`config.mk`:
```
export PLATFORM = sky130hd
export DESIGN_NAME = mips_multicycle_ctrl
export DESIGN_NICKNAME = d
export VERILOG_FILES = /design/src/rtl/mips_ctrl_pkg.sv /design/src/rtl/mc_ctrl_decode.sv /design/src/rtl/mips_multicycle_ctrl.sv
export SDC_FILE = /design/constraint.sdc
export NUM_CORES = 1
export LEC_CHECK = 0
export ABC_AREA = 1
export CAP_MARGIN = 10
export CORE_UTILIZATION = 30
export CTS_CLUSTER_SIZE = 16
export DETAILED_ROUTE_END_ITERATION = 6
export GPL_TIMING_DRIVEN = 1
export PLACE_DENSITY = 0.7
export SYNTH_ARGS = -nofsm -noshare
export SYNTH_HDL_FRONTEND = slang
export SYNTH_HIERARCHICAL = 1
export SYNTH_SLANG_ARGS = --single-unit
```
`constraint.sdc`:
```
create_clock -name clk -period 1.1 [get_ports clk]
set_input_delay 0.22 -clock clk [delete_from_list [all_inputs] [get_ports clk]]
set_output_delay 0.22 -clock clk [all_outputs]
set_load 0.01 [all_outputs]
```
`src/rtl/mips_ctrl_pkg.sv`:
```
// Shared encodings for the multicycle MIPS main controller: opcodes, ALUOp,
// operand/PC select codes, FSM state type and the datapath control word.
package mips_ctrl_pkg;

    localparam logic [5:0] OP_RTYPE = 6'b000000;
    localparam logic [5:0] OP_LW    = 6'b100011;
    localparam logic [5:0] OP_SW    = 6'b101011;
    localparam logic [5:0] OP_BEQ   = 6'b000100;
    localparam logic [5:0] OP_BNE   = 6'b000101;
    localparam logic [5:0] OP_J     = 6'b000010;
    localparam logic [5:0] OP_ADDI  = 6'b001000;

    localparam logic [1:0] ALUOP_ADD   = 2'b00;
    localparam logic [1:0] ALUOP_SUB   = 2'b01;
    localparam logic [1:0] ALUOP_FUNCT = 2'b10;

    localparam logic [1:0] SRCB_REG    = 2'b00;
    localparam logic [1:0] SRCB_FOUR   = 2'b01;
    localparam logic [1:0] SRCB_IMM    = 2'b10;
    localparam logic [1:0] SRCB_IMM_SH = 2'b11;

    localparam logic [1:0] PCSRC_ALU    = 2'b00;
    localparam logic [1:0] PCSRC_ALUOUT = 2'b01;
    localparam logic [1:0] PCSRC_JUMP   = 2'b10;

    typedef enum logic [3:0] {
        S_RST, FETCH, DECODE, MEM_ADR, MEM_RD, MEM_WB, MEM_WR,
        R_EXEC, R_WB, BRANCH, JUMP, ADDI_EXEC, ADDI_WB
    } state_t;

    typedef struct packed {
        logic       pc_write;
        logic       pc_write_beq;
        logic       pc_write_bne;
        logic       i_or_d;
        logic       mem_read;
        logic       mem_write;
        logic       ir_write;
        logic       mem_to_reg;
        logic       reg_dst;
        logic       reg_write;
        logic       alu_src_a;
        logic [1:0] alu_src_b;
        logic [1:0] pc_source;
        logic [1:0] alu_op;
        logic       instr_done;
        logic       illegal_op;
    } ctrl_t;

    function automatic logic op_supported(input logic [5:0] op);
        return (op == OP_RTYPE) || (op == OP_LW) || (op == OP_SW) ||
               (op == OP_BEQ) || (op == OP_BNE) || (op == OP_J) || (op == OP_ADDI);
    endfunction

endpackage

```
`src/rtl/mc_ctrl_decode.sv`:
```
// Combinational map from controller state to the datapath control word.
// Only FETCH/MEM_WR outputs depend on mem_ready; opcode is looked at only in DECODE.
module mc_ctrl_decode
    import mips_ctrl_pkg::*;
(
    input  state_t      state_i,
    input  logic [5:0]  opcode_i,
    input  logic        branch_ne_i,
    input  logic        mem_ready_i,
    output ctrl_t       ctrl_o
);

    always_comb begin
        ctrl_o = '0;
        case (state_i)
            FETCH: begin
                ctrl_o.mem_read  = 1'b1;
                ctrl_o.alu_src_b = SRCB_FOUR;
                ctrl_o.ir_write  = mem_ready_i;
                ctrl_o.pc_write  = mem_ready_i;
            end
            DECODE: begin
                ctrl_o.alu_src_b = SRCB_IMM_SH;
                if (!op_supported(opcode_i)) begin
                    ctrl_o.illegal_op = 1'b1;
                    ctrl_o.instr_done = 1'b1;
                end
            end
            MEM_ADR: begin
                ctrl_o.alu_src_a = 1'b1;
                ctrl_o.alu_src_b = SRCB_IMM;
            end
            MEM_RD: begin
                ctrl_o.mem_read = 1'b1;
                ctrl_o.i_or_d   = 1'b1;
            end
            MEM_WB: begin
                ctrl_o.reg_write  = 1'b1;
                ctrl_o.mem_to_reg = 1'b1;
                ctrl_o.instr_done = 1'b1;
            end
            MEM_WR: begin
                ctrl_o.mem_write  = 1'b1;
                ctrl_o.i_or_d     = 1'b1;
                ctrl_o.instr_done = mem_ready_i;
            end
            R_EXEC: begin
                ctrl_o.alu_src_a = 1'b1;
                ctrl_o.alu_src_b = SRCB_REG;
                ctrl_o.alu_op    = ALUOP_FUNCT;
            end
            R_WB: begin
                ctrl_o.reg_write  = 1'b1;
                ctrl_o.reg_dst    = 1'b1;
                ctrl_o.instr_done = 1'b1;
            end
            BRANCH: begin
                ctrl_o.alu_src_a    = 1'b1;
                ctrl_o.alu_src_b    = SRCB_REG;
                ctrl_o.alu_op       = ALUOP_SUB;
                ctrl_o.pc_source    = PCSRC_ALUOUT;
                ctrl_o.instr_done   = 1'b1;
                ctrl_o.pc_write_beq = !branch_ne_i;
                ctrl_o.pc_write_bne = branch_ne_i;
            end
            JUMP: begin
                ctrl_o.pc_write   = 1'b1;
                ctrl_o.pc_source  = PCSRC_JUMP;
                ctrl_o.instr_done = 1'b1;
            end
            ADDI_EXEC: begin
                ctrl_o.alu_src_a = 1'b1;
                ctrl_o.alu_src_b = SRCB_IMM;
                ctrl_o.alu_op    = ALUOP_ADD;
            end
            ADDI_WB: begin
                ctrl_o.reg_write  = 1'b1;
                ctrl_o.instr_done = 1'b1;
            end
            default: ctrl_o = '0;
        endcase
    end

endmodule

```
`src/rtl/mips_multicycle_ctrl.sv`:
```
// Main control FSM for the multicycle MIPS datapath: holds the state register
// and next-state logic; the control word comes from mc_ctrl_decode.
module mips_multicycle_ctrl
    import mips_ctrl_pkg::*;
#(
    parameter int USE_MEM_READY = 1
) (
    input  logic       clk,
    input  logic       reset,
    input  logic [5:0] opcode,
    input  logic       mem_ready,
    output logic       pc_write,
    output logic       pc_write_beq,
    output logic       pc_write_bne,
    output logic       i_or_d,
    output logic       mem_read,
    output logic       mem_write,
    output logic       ir_write,
    output logic       mem_to_reg,
    output logic       reg_dst,
    output logic       reg_write,
    output logic       alu_src_a,
    output logic [1:0] alu_src_b,
    output logic [1:0] pc_source,
    output logic [1:0] alu_op,
    output logic       instr_done,
    output logic       illegal_op
);

    state_t state_q, state_d;
    logic   branch_ne_q, branch_ne_d;
    logic   mem_rdy;
    ctrl_t  ctrl;

    assign mem_rdy = (USE_MEM_READY != 0) ? mem_ready : 1'b1;

    always_comb begin
        state_d     = state_q;
        branch_ne_d = branch_ne_q;
        case (state_q)
            S_RST:   state_d = FETCH;
            FETCH:   state_d = mem_rdy ? DECODE : FETCH;
            DECODE: begin
                // Remember beq/bne here so BRANCH never has to look at the opcode.
                branch_ne_d = (opcode == OP_BNE);
                case (opcode)
                    OP_LW, OP_SW:   state_d = MEM_ADR;
                    OP_RTYPE:       state_d = R_EXEC;
                    OP_BEQ, OP_BNE: state_d = BRANCH;
                    OP_J:           state_d = JUMP;
                    OP_ADDI:        state_d = ADDI_EXEC;
                    default:        state_d = FETCH;
                endcase
            end
            MEM_ADR:   state_d = (opcode == OP_LW) ? MEM_RD : MEM_WR;
            MEM_RD:    state_d = mem_rdy ? MEM_WB : MEM_RD;
            MEM_WB:    state_d = FETCH;
            MEM_WR:    state_d = mem_rdy ? FETCH : MEM_WR;
            R_EXEC:    state_d = R_WB;
            R_WB:      state_d = FETCH;
            BRANCH:    state_d = FETCH;
            JUMP:      state_d = FETCH;
            ADDI_EXEC: state_d = ADDI_WB;
            ADDI_WB:   state_d = FETCH;
            default:   state_d = S_RST;
        endcase
    end

    always_ff @(posedge clk) begin
        if (reset) begin
            state_q     <= S_RST;
            branch_ne_q <= 1'b0;
        end else begin
            state_q     <= state_d;
            branch_ne_q <= branch_ne_d;
        end
    end

    mc_ctrl_decode u_decode (
        .state_i     (state_q),
        .opcode_i    (opcode),
        .branch_ne_i (branch_ne_q),
        .mem_ready_i (mem_rdy),
        .ctrl_o      (ctrl)
    );

    assign pc_write     = ctrl.pc_write;
    assign pc_write_beq = ctrl.pc_write_beq;
    assign pc_write_bne = ctrl.pc_write_bne;
    assign i_or_d       = ctrl.i_or_d;
    assign mem_read     = ctrl.mem_read;
    assign mem_write    = ctrl.mem_write;
    assign ir_write     = ctrl.ir_write;
    assign mem_to_reg   = ctrl.mem_to_reg;
    assign reg_dst      = ctrl.reg_dst;
    assign reg_write    = ctrl.reg_write;
    assign alu_src_a    = ctrl.alu_src_a;
    assign alu_src_b    = ctrl.alu_src_b;
    assign pc_source    = ctrl.pc_source;
    assign alu_op       = ctrl.alu_op;
    assign instr_done   = ctrl.instr_done;
    assign illegal_op   = ctrl.illegal_op;

endmodule

```
==> flow_metrics.py <==
metrics = {
    "status": {
        "status": "finished with violations",
        "violations": "setup timing",
    },
    "flow_run": {
        "maxCapViolCount": 0,
    },
    "floorplanning": {
        "io_pins": 28,
        "die_h_microns": 49.02,
        "fp-row-count": 16,
        "die-area_sq_mm": 0.002402,
        "coreArea_sq_mm": 0.002022,
        "die_width_microns": 49.02,
        "start_util_pct": 32.80,
    },
    "logic_synthesis": {
        "synth_cells": 133,
        "seq_area_frac_synth_pct": 15.09,
        "synth_ff_type": "dfxtp_1",
        "synth_most_common_cell": "nand2_1",
        "syn_nets": 142,
        "synth.cell_area_sq_um": 663.1,
        "yosys_register_bits": 5,
        "yosys_warnings": 6,
        "synth_top_area_share_pct": 19.81,
        "yosysUniqueCellTypes": 21,
        "yosys-top-cells-count": "nand2_1, inv_1, nor2_1",
        "yosysTopAreaCell": "nand2_1",
        "synth_area_leaders": "nand2_1, inv_1, nor2_1",
        "synth_edf_count": 0,
        "async_reset_ff_share_pct": 0,
        "avgSynthCellArea_sq_um": 4.986,
    },
    "final_layout": {
        "utilization_pct": 70.61,
        "fill_cells": 142,
        "drive_above_1_share_pct": 53.09,
        "seqCellArea_sq_um": 115.1,
        "antenna-diode-count": 0,
        "area_delta_synth_final_pct": 115.3,
        "multi_input_area_sq_um": 595.6,
        "final_nets": 204,
    },
    "global_route": {
        "grt_max_degree": 9,
        "grt_pass1_vias": 944,
        "grt-ovfl-total": 0,
        "antenna_found_initial": 0,
        "grt_use_total_pct": 20.13,
        "grt_pass1_wl_mm": 3.732,
    },
    "worst_setup_path": {
        "cpPeakStageDelay_ns": 0.39,
        "critPathLaunchType": "flop",
        "crit_family": "simple AND/OR/NAND/NOR gates",
        "cp.required_ns": 0.88,
        "cp_num_buf_inv": 2,
        "crit_top_cell": "nand2_1",
        "slowest_stage": "dfxtp_4",
        "worstSetupPathType": "flop to output pin",
        "path_cells": "inv_6 > nand2_8 > nor2_4 > nor2_2 > nand2_1 > nor2_1 > nand2_1 > buf_2",
        "cp.arrival_ns": 1.29,
        "reg2reg_from": "state_q[2]",
        "cp-startpoint": "state_q[3]",
        "cp-end-kind": "output pin",
        "critPathMaxFanout": 4,
    },
    "min_path": {
        "hp-class": "primary input to flop",
        "min_from": "opcode[5]",
    },
    "timing": {
        "period_needed_ns": 1.505,
        "rsz0062_at_grt": "true",
        "timing.slew.headroom_pct": 82.71,
        "finalHoldViolations": 0,
        "fmax_mhz": 664.4,
        "worst_slack_ns": -0.4050,
        "final-setup-viol-count": 24,
        "tightest_slew_ns": 0.2584,
        "drv_slew": 0,
        "post-route-period-util_pct": 136.8,
        "skew_ns": 0.001311,
    },
    "detailed_routing": {
        "drtAntennaViolNets": 0,
        "routed-via-count": 1064,
        "dr.pass1.iters": 4,
        "drc_errors": 0,
        "drt-total-wl_mm": 2.573,
        "drt_iter0_markers": 39,
        "vias_per_cell": 4.814,
        "wl_per_cell_microns": 11.64,
    },
    "power": {
        "vdd_drop_max_v": 0.0004074,
        "powerDensity_mw_per_mm2": 601.9,
        "p_leak_nw": 0.7990,
        "finalPower_w": 0.0008593,
    },
    "clocking": {
        "h-tree-depth": 1,
        "cts_buffer_depth": 2,
        "cts.sinks": 5,
        "cts-buffers-inserted": 3,
        "cts-root-buf": "clkbuf_4",
        "insertion_delay_ns": 0.24,
        "cts.clk_slew.worst_paths_ns": 0.04,
        "cts_tree": "yes",
    },
    "placement": {
        "port_buffers": 27,
        "preCtsSetupSlack_ns": -0.7509,
        "dp_hpwl_mm": 1.596,
        "place_congestion": 0.8623,
    },
}
registers in the layout, summed over array words and instances, names as in the netlist:
signal,flops
state_q,4
branch_ne_q,1
placed cells by master, fill, tap and decap left out, types with 2 or more instances in the layout:
master / n
nand2_1: 27
nand3_1: 8
nor2_4: 7
clkdlybuf4s15_2: 2
buf_4: 17
nand3_2: 3
a21oi_1: 2
nor2_2: 8
buf_2: 8
inv_4: 2
a21oi_2: 2
dfxtp_4: 4
nand2_4: 6
inv_1: 18
o21ai_1: 2
nor2_1: 17
inv_2: 7
inv_6: 2
buf_6: 20
nand2_2: 5
dlygate4sd2_1: 6
clkbuf_4: 3
nand4_1: 2
clkdlybuf4s50_1: 3
final timing paths:
check / slack [ns] / depth (start not counted) / end
worst max register to register: -0.26 / 7 / state_q[2]
worst min register to register: 0.64 / 3 / branch_ne_q
worst min-delay path: 0.51 / 5 / branch_ne_q
worst max-delay path: -0.41 / 8 / instr_done
layer usage:
metal | vias up | share of wire (%) | wire (microns) | global-route usage (%)
li1 | 524 | - | - | -
met1 | 491 | 39 | 994 | 19.59
met2 | 44 | 53 | 1372 | 38.66
met3 | 5 | 6.5 | 166 | 4.984
met4 | 0 | 1.6 | 40 | 10.29
met5 | - | 0 | 0 | 0
kinds of logic (layout without fill, tap and decap cells):
kind of cell / Yosys count / after routing / share of synthesized area [%]
and+or+nand+nor: 87 / 87 / 57.74
buffers and inverters: 31 / 92 / 18.11
AOI/OAI and AO/OA: 10 / 10 / 9.057
DFF: 5 / 5 / 15.09
worst register-to-register path, delay by kind of cell (launching register included):
kind / cells / cell delay, ns
compound gates: 1 / 0.21
simple gates: 3 / 0.36
buf+inv: 3 / 0.34
flops: 1 / 0.38
layout make-up:
type	instances	area share, %
repair buffers	58	36.81
clock buffers	4	1.840
well taps	27	2.366
flip-flops and latches	5	8.063
inverters	30	9.202
multi-input cells	97	41.72
per-stage QoR:
| stage | area (sq um) | hold slack (ns) | std cells | setup TNS, ns |
|---|---|---|---|---|
| floorplan | 693.2 | 0.2751 | 133 | 0 |
| global placement | 1147 | 0.6509 | 207 | -9.748 |
| detailed placement | 1147 | 0.6743 | 207 | -9.951 |
| CTS | 1274 | 0.5556 | 214 | -5.662 |
| global route | 1428 | 0.5243 | 221 | -7.577 |
| finish | 1428 | 0.5115 | 221 | -5.996 |
power breakdown:
group | switching (W) | internal (W) | leakage, nW
clock network | 0.0000727 | 0.000137 | 0.0150
logic | 0.000228 | 0.000207 | 0.740
registers | 0.0000230 | 0.000191 | 0.0436
what timing repair did:
action                     4_1_cts  5_1_grt
setup buffers                    3       10
setup endpoints to repair       24       24
pin swaps                       16       24
hold buffers                     0        0
gates resized for setup        116       34
cloned                           0        0
hold endpoints to repair         0        0
(Power assumes the default switching activity.)
==> RTL edit (config.mk and constraints unchanged) <==
Reset style: asynchronous (`reset`), changed in one clocked block.
--- a/src/rtl/mips_multicycle_ctrl.sv
+++ b/src/rtl/mips_multicycle_ctrl.sv
@@ -66,7 +66,7 @@
         endcase
     end
 
-    always_ff @(posedge clk) begin
+    always_ff @(posedge clk or posedge reset) begin
         if (reset) begin
             state_q     <= S_RST;
             branch_ne_q <= 1'b0;
Function: differs if reset is asserted again (counterexample within 4 cycles, from zero or initial values and one cycle with reset high); with reset held inactive, the same outputs for 10 cycles.
==> RTL edit against the original RTL <==
The run still ends with negative setup slack left; setup slack worse by 87 ps; first-iteration DRC count is 85% lower; sequential share of layout area rose by 1.7 points; design area shrank 6.3%; synthesized area rose by 0.75%; register-to-register slack worse by 40 ps; sequential cell count is the same; synthesized cell count down 0.75%; via count decreased by 8.7%; utilization is 4.5 points lower; final cell count is 3.6% lower; wire length is 10% lower.
Power is left out: it rests on default switching activity, and per cell area and clock period it moved more than threefold.
==> RTL edit: results (changes against the original RTL) <==
[outcome]
status = finished, violations left
violations = negative setup slack

[min_path]
hold_path.class = in2async

[finish]
top_regs = state_q: 4 flops, branch_ne_q: 1 flops
diodes = 0  ; unchanged
design_area_mm2 = 0.00134  ; -6.3%
layout.cells.non_filler = 213  ; -3.6%
layout-drive-gt1-share_pct = 54.8  ; +1.7 points
n_fill_cell = 179  ; +26%

[setup_path]
cp_max_fo = 3  ; -1
worst_setup_path_start_kind = register
critPathKind = reg2out
endpoint = instr_done
rr_endpoint = branch_ne_q$_DFFE_PP0P_
arrival_ps = 1370  ; +80 ps
crit_path_start = state_q[3]$_DFF_PP0_
reg2reg_depth = 9  ; +2
r2r_setup_slack_ps = -300  ; -40 ps
worstReg2RegStart = state_q[2]$_DFF_PP0_

[clock_network]
clockBufferDepth = 2  ; unchanged
htree_levels = 1  ; unchanged
insertion_delay_ps = 240  ; about the same
clkTransAtPathRegs_ps = 50

[synthesis]
synth-xor-area-share_pct = 0  ; unchanged
muxShareOfSynthArea_pct = 0  ; unchanged
ys_seq_area_share_pct = 18.7  ; +3.6 points
yosysUniqueCellTypes = 18  ; -14%
syn-num-nets = 141  ; -0.70%
syn_inst = 132  ; -0.75%
yosysWarnings = 6  ; unchanged
async_reset_ff_share_pct = 100  ; +100 points
synthTopCellsByArea = nand2_1 25%, dfrtp_1 19%, nor2_1 15%
synth_compound_area_share_pct = 5.43  ; -3.6 points
synth_ff_type = dfrtp_1
synthTopCellsByCount = 44 x nand2_1, 27 x nor2_1, 23 x inv_1

[place]
placed_cells = 198  ; -4.3%
place_congestion = 0.778  ; -9.8%
placed_area_mm2 = 0.00110  ; -4.4%
dpl.hpwl_mm = 1.65  ; +3.5%

[detailed_routing]
met2WireLength_mm = 1.35  ; -1.4%
highest_layer = met4
wl_mm = 2.31  ; -10%
drt-pass1-iter-count = 3  ; -1
via_per_inst = 4.56  ; -5.3%
drt_iter0_markers = 6  ; -85%
wl_met3_um = 97  ; -42%
m1WireLength_um = 842  ; -15%

[global_routing]
grt_first_pass_wirelength_mm = 3.68  ; -1.3%
antenna_found_initial = 0  ; unchanged
grt_util_all_layers_pct = 19.7  ; -0.47 points
grt_overflow = 0  ; unchanged
grt_max_degree = 8  ; -1
grt_pass1_vias = 935  ; -0.95%

[timing]
skew_ps = 5.51  ; +4.20 ps
worst_pin_slew_ps = 202  ; -56.8 ps
setup_violations = 24  ; unchanged
worst_slack_ps = -492  ; -87.1 ps

RTL edit: cell count changes in the layout (fill, tap and decap cells not counted), moves of 5 or more:
cell     before  now
buf_6        20   14
nand2_2       5   10
inv_2         7   12
inv_1        18   12
nand2_1      27   34
RTL edit: layout make-up:
type                       instances  area share (%)
sequential                         5            9.73
tap                               27            2.53
multi-input combinational         99            43.6
inverter                          27            8.33
clock buffer                       4            1.96
timing repair buffer              51            33.9
RTL edit: worst min path at each step:
stage,from,end,cells after the start
final,reset,state_q[0]$_DFF_PP0_,2
after global routing,reset,state_q[2]$_DFF_PP0_,2
after CTS,reset,state_q[3]$_DFF_PP0_,2
after detailed placement,reset,branch_ne_q$_DFFE_PP0P_,2
after global placement,reset,branch_ne_q$_DFFE_PP0P_,2
after floorplan,reset,branch_ne_q$_DFFE_PP0P_,1
RTL edit: critical path, stage by stage (launching register included):
cell	delay, ps
dfrtp_2	450
buf_6	140
nand2_4	50
nor2_2	40
nor2_2	120
nand2_1	60
nor2_1	80
nand2_1	60
buf_2	130
RTL edit: through the flow:
stage | hold slack (ps) | setup TNS, ps | worst slack, ps
CTS | 163 | -7250 | -474
global route | 207 | -9750 | -577
finish | 179 | -8160 | -492
floorplan | -1.68 | -169 | -70.7
global placement | 423 | -10850 | -777
detailed placement | 431 | -11220 | -819
RTL edit: timing repair:
item / in CTS / in global routing
gates resized for setup: 114 / 32
setup endpoints to repair: 24 / 24
setup buffers: 9 / 4
pin swaps: 13 / 18
hold buffers: 0 / 0
RTL edit: layer usage:
layer  global-route usage (%)  vias to the layer above
li1                         -                      498
met1                     17.7                      443
met2                     43.2                       28
met3                     4.05                        2
met4                     2.94                        0
met5                        0                        -
